[src/rtl/micro_sequencer.sv]
// micro_sequencer: hardwired T-state sequencer and control-word generator for
// the 8-bit bus CPU. It walks T1..T6 and decodes one control word per state
// from the state, the IR opcode and the ALU flags. Instructions end as soon as
// their last useful state is done (EARLY_END=1) or are padded out to T6.
//
// Ports:
//   clk, rst            clock (rising edge), asynchronous active-low reset
//   operate_code[3:0]   IR opcode, valid from T4
//   carry, zero         ALU flags, consulted only in T4
//   step_mode, step     single-instruction stepping (MICRO_SEQUENCER_STEP_EN only)
//   t[5:0]              one-hot T-state, 0 while halted
//   ep lm cp epr li ei  PC->bus, load MAR, PC++, RAM->bus, load IR, IR operand->bus
//   la ea lb su eu lo lp load A, A->bus, load B, subtract, ALU->bus, load OUT, load PC
//   halted              sequencer is in HALT
//   instr_done          last executed T-state of the current instruction
//
// Optional feature: define MICRO_SEQUENCER_STEP_EN to add step_mode/step.
module micro_sequencer #(
  parameter bit         EARLY_END = 1'b1,
  parameter logic [3:0] OUT_OP    = 4'hE,
  parameter logic [3:0] HLT_OP    = 4'hF
) (
  input  logic       clk,
  input  logic       rst,
  input  logic [3:0] operate_code,
  input  logic       carry,
  input  logic       zero,
`ifdef MICRO_SEQUENCER_STEP_EN
  input  logic       step_mode,
  input  logic       step,
`endif
  output logic [5:0] t,
  output logic       ep,
  output logic       lm,
  output logic       cp,
  output logic       epr,
  output logic       li,
  output logic       ei,
  output logic       la,
  output logic       ea,
  output logic       lb,
  output logic       su,
  output logic       eu,
  output logic       lo,
  output logic       lp,
  output logic       halted,
  output logic       instr_done
);

  localparam logic [3:0] OP_LDA = 4'h0;
  localparam logic [3:0] OP_ADD = 4'h1;
  localparam logic [3:0] OP_SUB = 4'h2;
  localparam logic [3:0] OP_JMP = 4'h4;
  localparam logic [3:0] OP_JC  = 4'h5;
  localparam logic [3:0] OP_JZ  = 4'h6;

  typedef enum logic [2:0] {S_T1, S_T2, S_T3, S_T4, S_T5, S_T6, S_HALT} state_e;

  state_e state_q, state_d;
  logic   fin;    // last useful execute state of this instruction
  logic   pause;  // hold at the T1 boundary with all controls off

`ifdef MICRO_SEQUENCER_STEP_EN
  logic step_q;
  always_ff @(posedge clk or negedge rst) begin
    if (!rst) step_q <= 1'b0;
    else      step_q <= step;
  end
  // Only the T1 boundary looks at the step edge, so edges that land
  // mid-instruction are simply lost. While reset is held, T1 still decodes.
  assign pause = step_mode & rst & (state_q == S_T1) & ~(step & ~step_q);
`else
  assign pause = 1'b0;
`endif

  always_ff @(posedge clk or negedge rst) begin
    if (!rst) state_q <= S_T1;
    else      state_q <= state_d;
  end

  always_comb begin
    state_d    = state_q;
    t          = 6'b000000;
    {ep, lm, cp, epr, li, ei, la, ea, lb, su, eu, lo, lp} = '0;
    halted     = 1'b0;
    instr_done = 1'b0;
    fin        = 1'b0;
    case (state_q)
      S_T1: begin
        t = 6'b000001;
        if (!pause) begin
          ep = 1'b1; lm = 1'b1; state_d = S_T2;
        end
      end
      S_T2: begin
        t = 6'b000010; cp = 1'b1; state_d = S_T3;
      end
      S_T3: begin
        t = 6'b000100; epr = 1'b1; li = 1'b1; state_d = S_T4;
      end
      S_T4: begin
        t = 6'b001000;
        state_d = S_T5;
        if (operate_code == HLT_OP) begin
          // HLT finishes here in both modes; there is no padding before HALT.
          instr_done = 1'b1;
          state_d    = S_HALT;
        end else if (operate_code == OUT_OP) begin
          ea = 1'b1; lo = 1'b1; fin = 1'b1;
        end else begin
          case (operate_code)
            OP_LDA, OP_ADD, OP_SUB: begin ei = 1'b1; lm = 1'b1; end
            OP_JMP: begin ei = 1'b1;  lp = 1'b1;  fin = 1'b1; end
            OP_JC:  begin ei = carry; lp = carry; fin = 1'b1; end
            OP_JZ:  begin ei = zero;  lp = zero;  fin = 1'b1; end
            default: fin = 1'b1;  // NOP
          endcase
        end
      end
      S_T5: begin
        t = 6'b010000;
        state_d = S_T6;
        case (operate_code)
          OP_LDA: begin epr = 1'b1; la = 1'b1; fin = 1'b1; end
          OP_ADD: begin epr = 1'b1; lb = 1'b1; end
          OP_SUB: begin epr = 1'b1; lb = 1'b1; su = 1'b1; end
          default: ;  // padding state
        endcase
      end
      S_T6: begin
        t = 6'b100000;
        state_d    = S_T1;
        instr_done = 1'b1;
        if (operate_code == OP_ADD || operate_code == OP_SUB) begin
          eu = 1'b1; la = 1'b1; su = (operate_code == OP_SUB);
        end
      end
      S_HALT: halted = 1'b1;  // only reset leaves
      default: state_d = S_T1;
    endcase
    // Early return to T1; otherwise the chain runs on to T6 with idle states.
    if (fin && EARLY_END) begin
      instr_done = 1'b1;
      state_d    = S_T1;
    end
  end

endmodule

[config.mk]
export PLATFORM = sky130hd
export DESIGN_NAME = micro_sequencer
export DESIGN_NICKNAME = d
export VERILOG_FILES = /design/src/rtl/micro_sequencer.sv
export SDC_FILE = /design/constraint.sdc
export NUM_CORES = 1
export LEC_CHECK = 0
export ABC_CLOCK_PERIOD_IN_PS = 1410
export BUFFER_PORTS_ARGS = -buffer_cell sky130_fd_sc_hd__buf_4
export CAP_MARGIN = 20
export CORE_AREA = 2 2 39 41
export CTS_CLUSTER_DIAMETER = 30
export DETAILED_ROUTE_END_ITERATION = 10
export DIE_AREA = 0 0 41 43
export PLACE_DENSITY = 0.63
export SYNTH_ARGS = -nofsm -noshare
export SYNTH_HDL_FRONTEND = slang
export SYNTH_SLANG_ARGS = --single-unit
export TNS_END_PERCENT = 5
[constraint.sdc]
create_clock -name clk -period 1.41 [get_ports clk]
set_input_delay 0.0705 -clock clk [delete_from_list [all_inputs] [get_ports clk]]
set_output_delay 0.0705 -clock clk [all_outputs]
set_load 0.01 [all_outputs]
# After elaboration in Yosys (flattened, before gate mapping)
# Index checks and enable logic that the tools add are counted.
# totals
regBits	3
elab_cells	61
# classes
n_eq_ne	14
mux	40
n_reduce_logical	6
# ops
operator	count
$pmux W6 S6	1
$mux W1	28
$pmux W3 S6	1
$eq A4 B3 Y1 const B	3
$pmux W1 S2	6
$eq A3 B3 Y1 const B	3
$eq A4 B4 Y1 const B	2
$eq A3 B2 Y1 const B	2
$pmux W1 S3	2
$eq A4 B1 Y1 const B	1
$eq A4 B2 Y1 const B	1
$logic_not A4 Y1	1
$reduce_or A4 Y1	1
$eq A3 B1 Y1 const B	1
$logic_not A3 Y1	1
$mux W3	1
$reduce_or A3 Y1	1
$mux W2	1
$ne A2 B2 Y1 const B	1
$reduce_or A2 Y1	1
$logic_or A1 B1 Y1	1

# Depth between registers and ports, before layout
# Gate-level depths: netlist (run 1).
# logic_depth
depth_word	7
mapped_depth	5
mapped_depth_nobuf	4

# Worst setup path before layout (run 1)
# Ideal clock, no wire load.
# synth_timing
kind	register -> register
start	register state_q[0]
end	register state_q[2]
setup_ns	0.122
arrival_time_ns	1.336
required_time_ns	1.288
slack_ns	-0.048
stages_incl_launch_ff	6
cell_sequence	dfrtp_1 > buf_6 > or3b_4 > nor4_4 > nor3_1 > a32o_1
# synth_between
elab_chain_cells	3
word_cells_on_any_way	10
# synth_rtl
element	line_no	rtl
start, declared	59	state_e state_q, state_d;
start signal, assigned	78	else state_q <= state_d;
$eq A3 B3 Y1, or another cell as far along	88	case (state_q)
$pmux W3 S6 / $pmux W1 S2 (equally long branches)	88	
$mux W3 / $ne A2 B2 Y1 (equally long branches)	n/a	
# Several ways; a longest one is shown, not always the timed one.
# A chain may end at the register's enable or synchronous reset.

# Worst setup path in the final report (run 1)
# layout_timing
start	register state_q[0]
end	output instr_done
# layout_between
elab_chain_cells	3
word_cells_on_any_way	6
# layout_rtl
element	line_no	rtl
$eq A3 B3 Y1 / $eq A3 B2 Y1 (equally long branches)	88	
$pmux W1 S2	88	
$mux W1 (*)	142	if (fin && EARLY_END) begin
end, declared	47	output logic instr_done
# Mark *: on every way between the ends. The rest lies on a longest branch, timed or not.

==> key figures, run 1 <==
STA
  • Tightest Pin Transition: 0.3127 ns
  • Max Clock Freq: 589.6 MHz
  • Skew final: 0.0006332 ns
  • Post-route worst hold slack: 0.1746 ns
  • Summed negative setup slack over all endpoints: -1.010 ns
  • Fin worst setup slack: -0.2861 ns
  • RSZ-0062 raised after global routing: true
  • Slew Limit Headroom: 78.83%
  • Period minus WS final: 1.696 ns
  • Hold violation total from the final report: 0
  • Number of pins exceeding their max-slew limit in the final report: 0
  • Final setup fails: 15
  • Crit share post-route: 120.3%

Global routing
  • Overflow after GRT: 0
  • Number of global-route vias before repair: 484
  • Overall routing resource usage: 15.61%
  • Antenna violations before repair: 0
  • First-pass GRT wire length: 1945 microns
  • Pin count of the biggest net entering global routing: 9

Clock tree
  • Root Buffer: clkbuf_4
  • Clk slew on worst S/H paths: 0.04 ns
  • TritonCTS Buffers: 3
  • Count of clock tree sinks: 3
  • H-tree depth: 1
  • Post-CTS setup buffer count: 0
  • Max clock buf depth: 2
  • Worst skew pair latency: between 0.2 and 0.25 ns
  • TritonCTS clock tree: done

Worst setup path
  • Worst R2R Start: state_q[0]$_DFFE_PN0P_
  • Register-to-register setup slack: -0.06 ns
  • Endpoint of the worst setup timing path: instr_done
  • Critical R2R Capture: state_q[0]$_DFFE_PN0P_
  • Path depth of the worst reg2reg path: 5
  • Crit path launch: state_q[0]$_DFFE_PN0P_
  • Arrival time at the worst endpoint: 1.63 ns
  • Crit path max fanout: 3
  • Crit Path Category: flop to output pin
  • Crit end category: output pin
  • Startpoint types: flop
  • Required @ worst endpoint: around 1.3 ns

Cells and area
  • Post-layout nets: roughly 110
  • Number of fill cells in the layout: 137
  • Layout overhead on the synthesized area: 91.46%
  • Largest regs: state_q: 3 flops
  • Most flops, register: state_q
  • Antenna Diode Count: 0
  • Fin cells: roughly 110
  • Number of flip-flops in the largest register: 3
  • Share of final-layout standard cells stronger than drive strength 1: 58.33%

Synth
  • Yosys top cell area share: 18.29%
  • Post-synthesis cell count: 56
  • Leading register cell type out of synthesis: dfrtp_1
  • Number of distinct library cells after synthesis: 29
  • Average footprint of a synthesized cell: 7.328 sq um
  • Number of synthesized flops with an enable pin: 0
  • Proportion of synthesized flip-flops having asynchronous set or reset: 100.0%
  • Flop and latch count out of synthesis: 3
  • Biggest area contributors in the synthesized netlist: dfrtp_1 (18%), nor3_1 (8.5%), nor3b_1 (5.5%)
  • Cell accounting for the most synthesized area: dfrtp_1
  • Mapped cell area: 410.4 sq um
  • Warnings, synthesis: 0
  • Commonest cells in the synthesized netlist: nor3_1 (7), inv_1 (5), nor2_1 (5)
  • Syn nets: 64
  • Most repeated cell in the gate-level netlist after synthesis: nor3_1
  • Part of the Yosys area used for sequential elements: 18.29%

Floorplanning
  • Die area: 0.001763 sq mm
  • Horizontal die dimension: approximately 41 microns
  • Vertical die dimension: 43 microns
  • Effective utilization at floorplan: 29.66%
  • Count of standard-cell rows: 14
  • Top-level port count: 29
  • Core region area: 0.001384 sq mm

Detailed routing
  • Number of design-rule violations left by the first detailed-router iteration: 5
  • Antenna-violating nets left: 0
  • Length of the first detailed-routing pass in iterations: 2
  • Vias: roughly 530
  • Routed Wire Length: about 1300 microns
  • Post-route DRC violation count: 0
  • Via density: 4.750
  • Wire length per cell: 11.24 microns

Placed design
  • Place WS: -0.09108 ns
  • Post-Place Cells: approximately 110
  • Routability Congestion: just under 0.9
  • Port Buf Inserts: 28
  • Post-detail-place hpwl: just under 1000 microns

Status
  • Failing checks: setup timing
  • Result of the run: finished with violations

Run
  • Number of maximum-capacitance violations: 0

Min path
  • Hold crit path type: primary input to asynchronous set/reset pin

Power
  • Post-layout power: approximately 1.4 mW
  • Static Leakage: 0.3925 nW
  • Worst voltage drop across the vdd grid: 0.6299 mV
  • Power per cell area: 1790 mW/mm^2
[worst min path at each step]
stage          slack [ns]  depth (start not counted)                      to  from
3_5_place_dp        -0.14                          1  state_q[0]$_DFFE_PN0P_   rst
4_1_cts              0.17                          2  state_q[0]$_DFFE_PN0P_   rst
5_1_grt              0.19                          2  state_q[2]$_DFFE_PN0P_   rst
6_report             0.17                          2  state_q[0]$_DFFE_PN0P_   rst
2_1_floorplan       -0.23                          0  state_q[0]$_DFFE_PN0P_   rst
3_3_place_gp        -0.14                          1  state_q[0]$_DFFE_PN0P_   rst
[stage by stage]
step	util (%)	instance area [sq um]
after floorplan	-	410.4
after global placement	50.27	695.7
after detailed placement	50.27	695.7
after CTS	55.88	773.2
after global routing	56.78	785.8
final	56.78	785.8
[critical path: stages (launching register included)]
cell	delay (ns)
dfrtp_1	0.39
or3b_4	0.42
nor4_4	0.19
nor3_2	0.09
o311ai_1	0.12
buf_4	0.19
[power breakdown]
group	total [mW]	switching (mW)	internal, mW
clock network	0.149	0.0427	0.106
registers	0.165	0.0373	0.128
logic	1.09	0.502	0.591
total	1.41	0.582	0.825
[layer usage]
| layer | up-vias | track usage (%) | wire [microns] |
|---|---|---|---|
| li1 | 274 | - | - |
| met1 | 235 | 18.51 | 524 |
| met2 | 23 | 27.81 | 658 |
| met3 | 0 | 1.571 | 76 |
| met4 | 0 | 4.000 | 0 |
| met5 | - | 0 | 0 |
[cells by family (layout without fill, tap and decap cells)]
family | count (synthesis) | after routing | synth area share, %
AO/OA/AOI/OAI | 10 | 10 | 17.38
XOR/XNOR | 1 | 1 | 2.135
buffers and inverters | 10 | 50 | 13.11
flip-flops | 3 | 3 | 18.29
AND/OR/NAND/NOR | 32 | 32 | 49.08
[layout by cell type, fill, tap and decap left out, drive strengths merged, types with 3 or more instances in the layout]
cell | Yosys | routed
or2 | 3 | 3
clkbuf | 1 | 4
inv | 5 | 5
nor3 | 7 | 7
dfrtp | 3 | 3
nor3b | 3 | 3
buf | 4 | 40
nor2 | 5 | 5
nand2 | 4 | 4
[repair_timing]
item	4_1_cts	5_1_grt
hold endpoints to repair	3	0
endpoints found under the setup margin	14	15
hold buffers	1	0
pin swaps	2	0
gates resized for setup	10	3
[layout make-up]
class                           instances  area [sq um]  area share, %
Timing Repair Buffer                   41         310.3          39.49
Multi-Input combinational cell         43         335.3          42.68
Clock buffer                            4         26.28          3.344
Sequential cell                         3         75.07          9.554
Tap cell                               16         20.02          2.548
Inverter                                5         18.77          2.389
Power figures use the tool's default switching activity.
==> run 2: changes to the inputs <==
--- a/config.mk
+++ b/config.mk
@@ -12,6 +12,7 @@
 export CTS_CLUSTER_DIAMETER = 30
 export DETAILED_ROUTE_END_ITERATION = 10
 export DIE_AREA = 0 0 41 43
+export GPL_ROUTABILITY_DRIVEN = 0
 export PLACE_DENSITY = 0.63
 export SYNTH_ARGS = -nofsm -noshare
 export SYNTH_HDL_FRONTEND = slang
==> constraint.sdc (replaced) <==
create_clock -name clk -period 1.41 [get_ports clk]
set_input_delay 0.0705 -clock clk [delete_from_list [all_inputs] [get_ports clk]]
set_output_delay 0.0705 -clock clk [all_outputs]
set_load 0.05 [all_outputs]
==> run 2 against run 1 <==
Net effect: the flow still finishes with violations (setup timing); register-to-register slack better by 0.02 ns; first-iteration DRC count stayed put; utilization up 7.8 points; fmax fell by 1.3%; sequential power up 2%; critical endpoint unchanged; largest cell class unchanged; worst hold slack worse by 0.0012 ns; critical path depth did not move.
==> key figures, run 2 (synthesis gave the netlist of run 1 again) <==
Worst setup path
  • Family with the most delay on the worst path: simple AND/OR/NAND/NOR gates
  • Crit Path Category: flop to output pin
  • Startpoint types: flop
  • Crit end category: output pin
  • Critical Path Slowest Stage Cell: dfrtp_1
  • Slowest Stage Delay on Critical Path: approximately 0.41 ns
  • Register-to-register setup slack: -0.04 ns
  • Worst-path cell chain: or3b_4 -> nor4_4 -> nor3_2 -> o311ai_2 -> buf_6
  • Required @ worst endpoint: 1.34 ns
  • Worst Path Buf+Inv: 1
  • Arrival time at the worst endpoint: 1.65 ns
  • Crit path max fanout: 5

Detailed routing
  • Antenna-violating nets left: 0
  • Post-route DRC violation count: 0
  • Routed Wire Length: 1295 microns
  • Via density: a little under 5
  • Vias: 560
  • Wire length per cell: 11.36 microns
  • Number of design-rule violations left by the first detailed-router iteration: 5
  • Length of the first detailed-routing pass in iterations: 4

STA
  • Number of pins exceeding their max-slew limit in the final report: 0
  • Hold violation total from the final report: 0
  • Max Clock Freq: 581.8 MHz
  • Fin worst setup slack: -0.3087 ns
  • Period minus WS final: 1.719 ns
  • Skew final: 0.004509 ns
  • Tightest Pin Transition: 0.2660 ns
  • Crit share post-route: 121.9%
  • Final setup fails: 15
  • Slew Limit Headroom: 82.13%
  • Post-route worst hold slack: around 0.17 ns
  • RSZ-0062 raised after global routing: true

Global routing
  • Overall routing resource usage: 16.73%
  • Number of global-route vias before repair: 528
  • Met3 usage: 5.236%
  • Pin count of the biggest net entering global routing: 9
  • Met1 Track Usage GR: roughly 21%
  • M2 GR Usage: 27.19%
  • First-pass GRT wire length: ~2100 microns
  • Overflow after GRT: 0
  • Grt peak-use layer: met2
  • Antenna violations before repair: 0

Floorplanning
  • Effective utilization at floorplan: 29.66%
  • Count of standard-cell rows: 14
  • Core region area: 0.001384 sq mm
  • Horizontal die dimension: 41 microns
  • Vertical die dimension: 43 microns
  • Die area: 0.001763 sq mm
  • Top-level port count: 29

Cells and area
  • Most flops, register: state_q
  • Number of fill cells in the layout: 129
  • Number of flip-flops in the largest register: 3
  • Antenna Diode Count: 0
  • Final core utilization: 64.56%
  • Highest-count cells in the layout ignoring fill and taps: buf_4 (30), buf_6 (11), inv_1 (5)
  • Fin cells: 114
  • Largest regs: state_q: 3 flops
  • Share of final-layout standard cells stronger than drive strength 1: 65.31%
  • Post-layout nets: 107
  • Layout overhead on the synthesized area: 117.7%
  • Most common cell after layout, fill and taps aside: buf_4

Clock tree
  • Clk slew on worst S/H paths: 0.04 ns
  • Worst skew pair latency: 0.22 ns
  • Root Buffer: clkbuf_4
  • Max clock buf depth: 2
  • Count of clock tree sinks: 3
  • H-tree depth: 1
  • TritonCTS Buffers: 3
  • TritonCTS clock tree: done
  • Post-CTS setup buffer count: 0

Status
  • Result of the run: finished with violations
  • Failing checks: setup timing

Placed design
  • Port Buf Inserts: 28
  • Post-detail-place hpwl: approximately 1100 microns
  • Post-Place Cells: 109

Power
  • Worst voltage drop across the vdd grid: 1.202 mV
  • Static Leakage: 0.4304 nW
  • Power per cell area: 2353 mW/mm^2

Run
  • Number of maximum-capacitance violations: 0

Min path
  • Hold crit path type: primary input to asynchronous set/reset pin
[run 2: per-layer routing]
metal  routed length (microns)  vias to the layer above  part of all wire, %
met4                         0                        0                    0
li1                          -                      283                    -
met5                         0                        -                    0
met3                        50                        0                  3.9
met1                       528                      262                   41
met2                       715                       15                   55
[run 2: path summary, 6_finish.rpt]
| check | cells after the start | startpoint | endpoint |
|---|---|---|---|
| worst max-delay path | 5 | state_q[1]$_DFFE_PN0P_ | instr_done |
| worst min-delay path | 2 | rst | state_q[1]$_DFFE_PN0P_ |
| worst max register to register | 4 | state_q[1]$_DFFE_PN0P_ | state_q[2]$_DFFE_PN0P_ |
| worst min register to register | 1 | state_q[2]$_DFFE_PN0P_ | state_q[0]$_DFFE_PN0P_ |
| max in group asynchronous | 2 | rst | state_q[0]$_DFFE_PN0P_ |
| min in group clk | 3 | operate_code[0] | state_q[2]$_DFFE_PN0P_ |
[run 2: timing repair]
item / 4_1_cts / 5_1_grt
setup endpoints to repair: 16 / 19
endpoints found under the hold margin: 3 / 0
hold buffers: 1 / 0
gates resized for setup: 11 / 11
pin swaps: 1 / 0
[run 2: area by class of cell]
class                   count  area (sq um)  share of cell area [%]
clock buffers               4         26.28                   2.941
inverters                   5         18.77                   2.101
multi-input cells          43         379.1                   42.44
flip-flops and latches      3         75.07                   8.403
well taps                  16         20.02                   2.241
repair buffers             43         374.1                   41.88
[run 2: power by group]
part	total [mW]	switching, mW	internal, mW
clock	0.141	0.0358	0.105
sequential	0.169	0.0407	0.128
combinational	1.79	1.09	0.702
[run 2: per-stage QoR]
step           TNS, ns  total power [mW]  cell area [sq um]  setup WS [ns]
4_1_cts         -1.705             2.056              845.8        -0.3044
3_3_place_gp   -0.1440             1.838              765.7       -0.07658
3_5_place_dp   -0.1819             1.850              765.7       -0.09165
6_report        -1.647             2.103              893.4        -0.3087
5_1_grt         -2.994             2.236              893.4        -0.3869
2_1_floorplan   -3.087             1.306              465.4        -0.3319
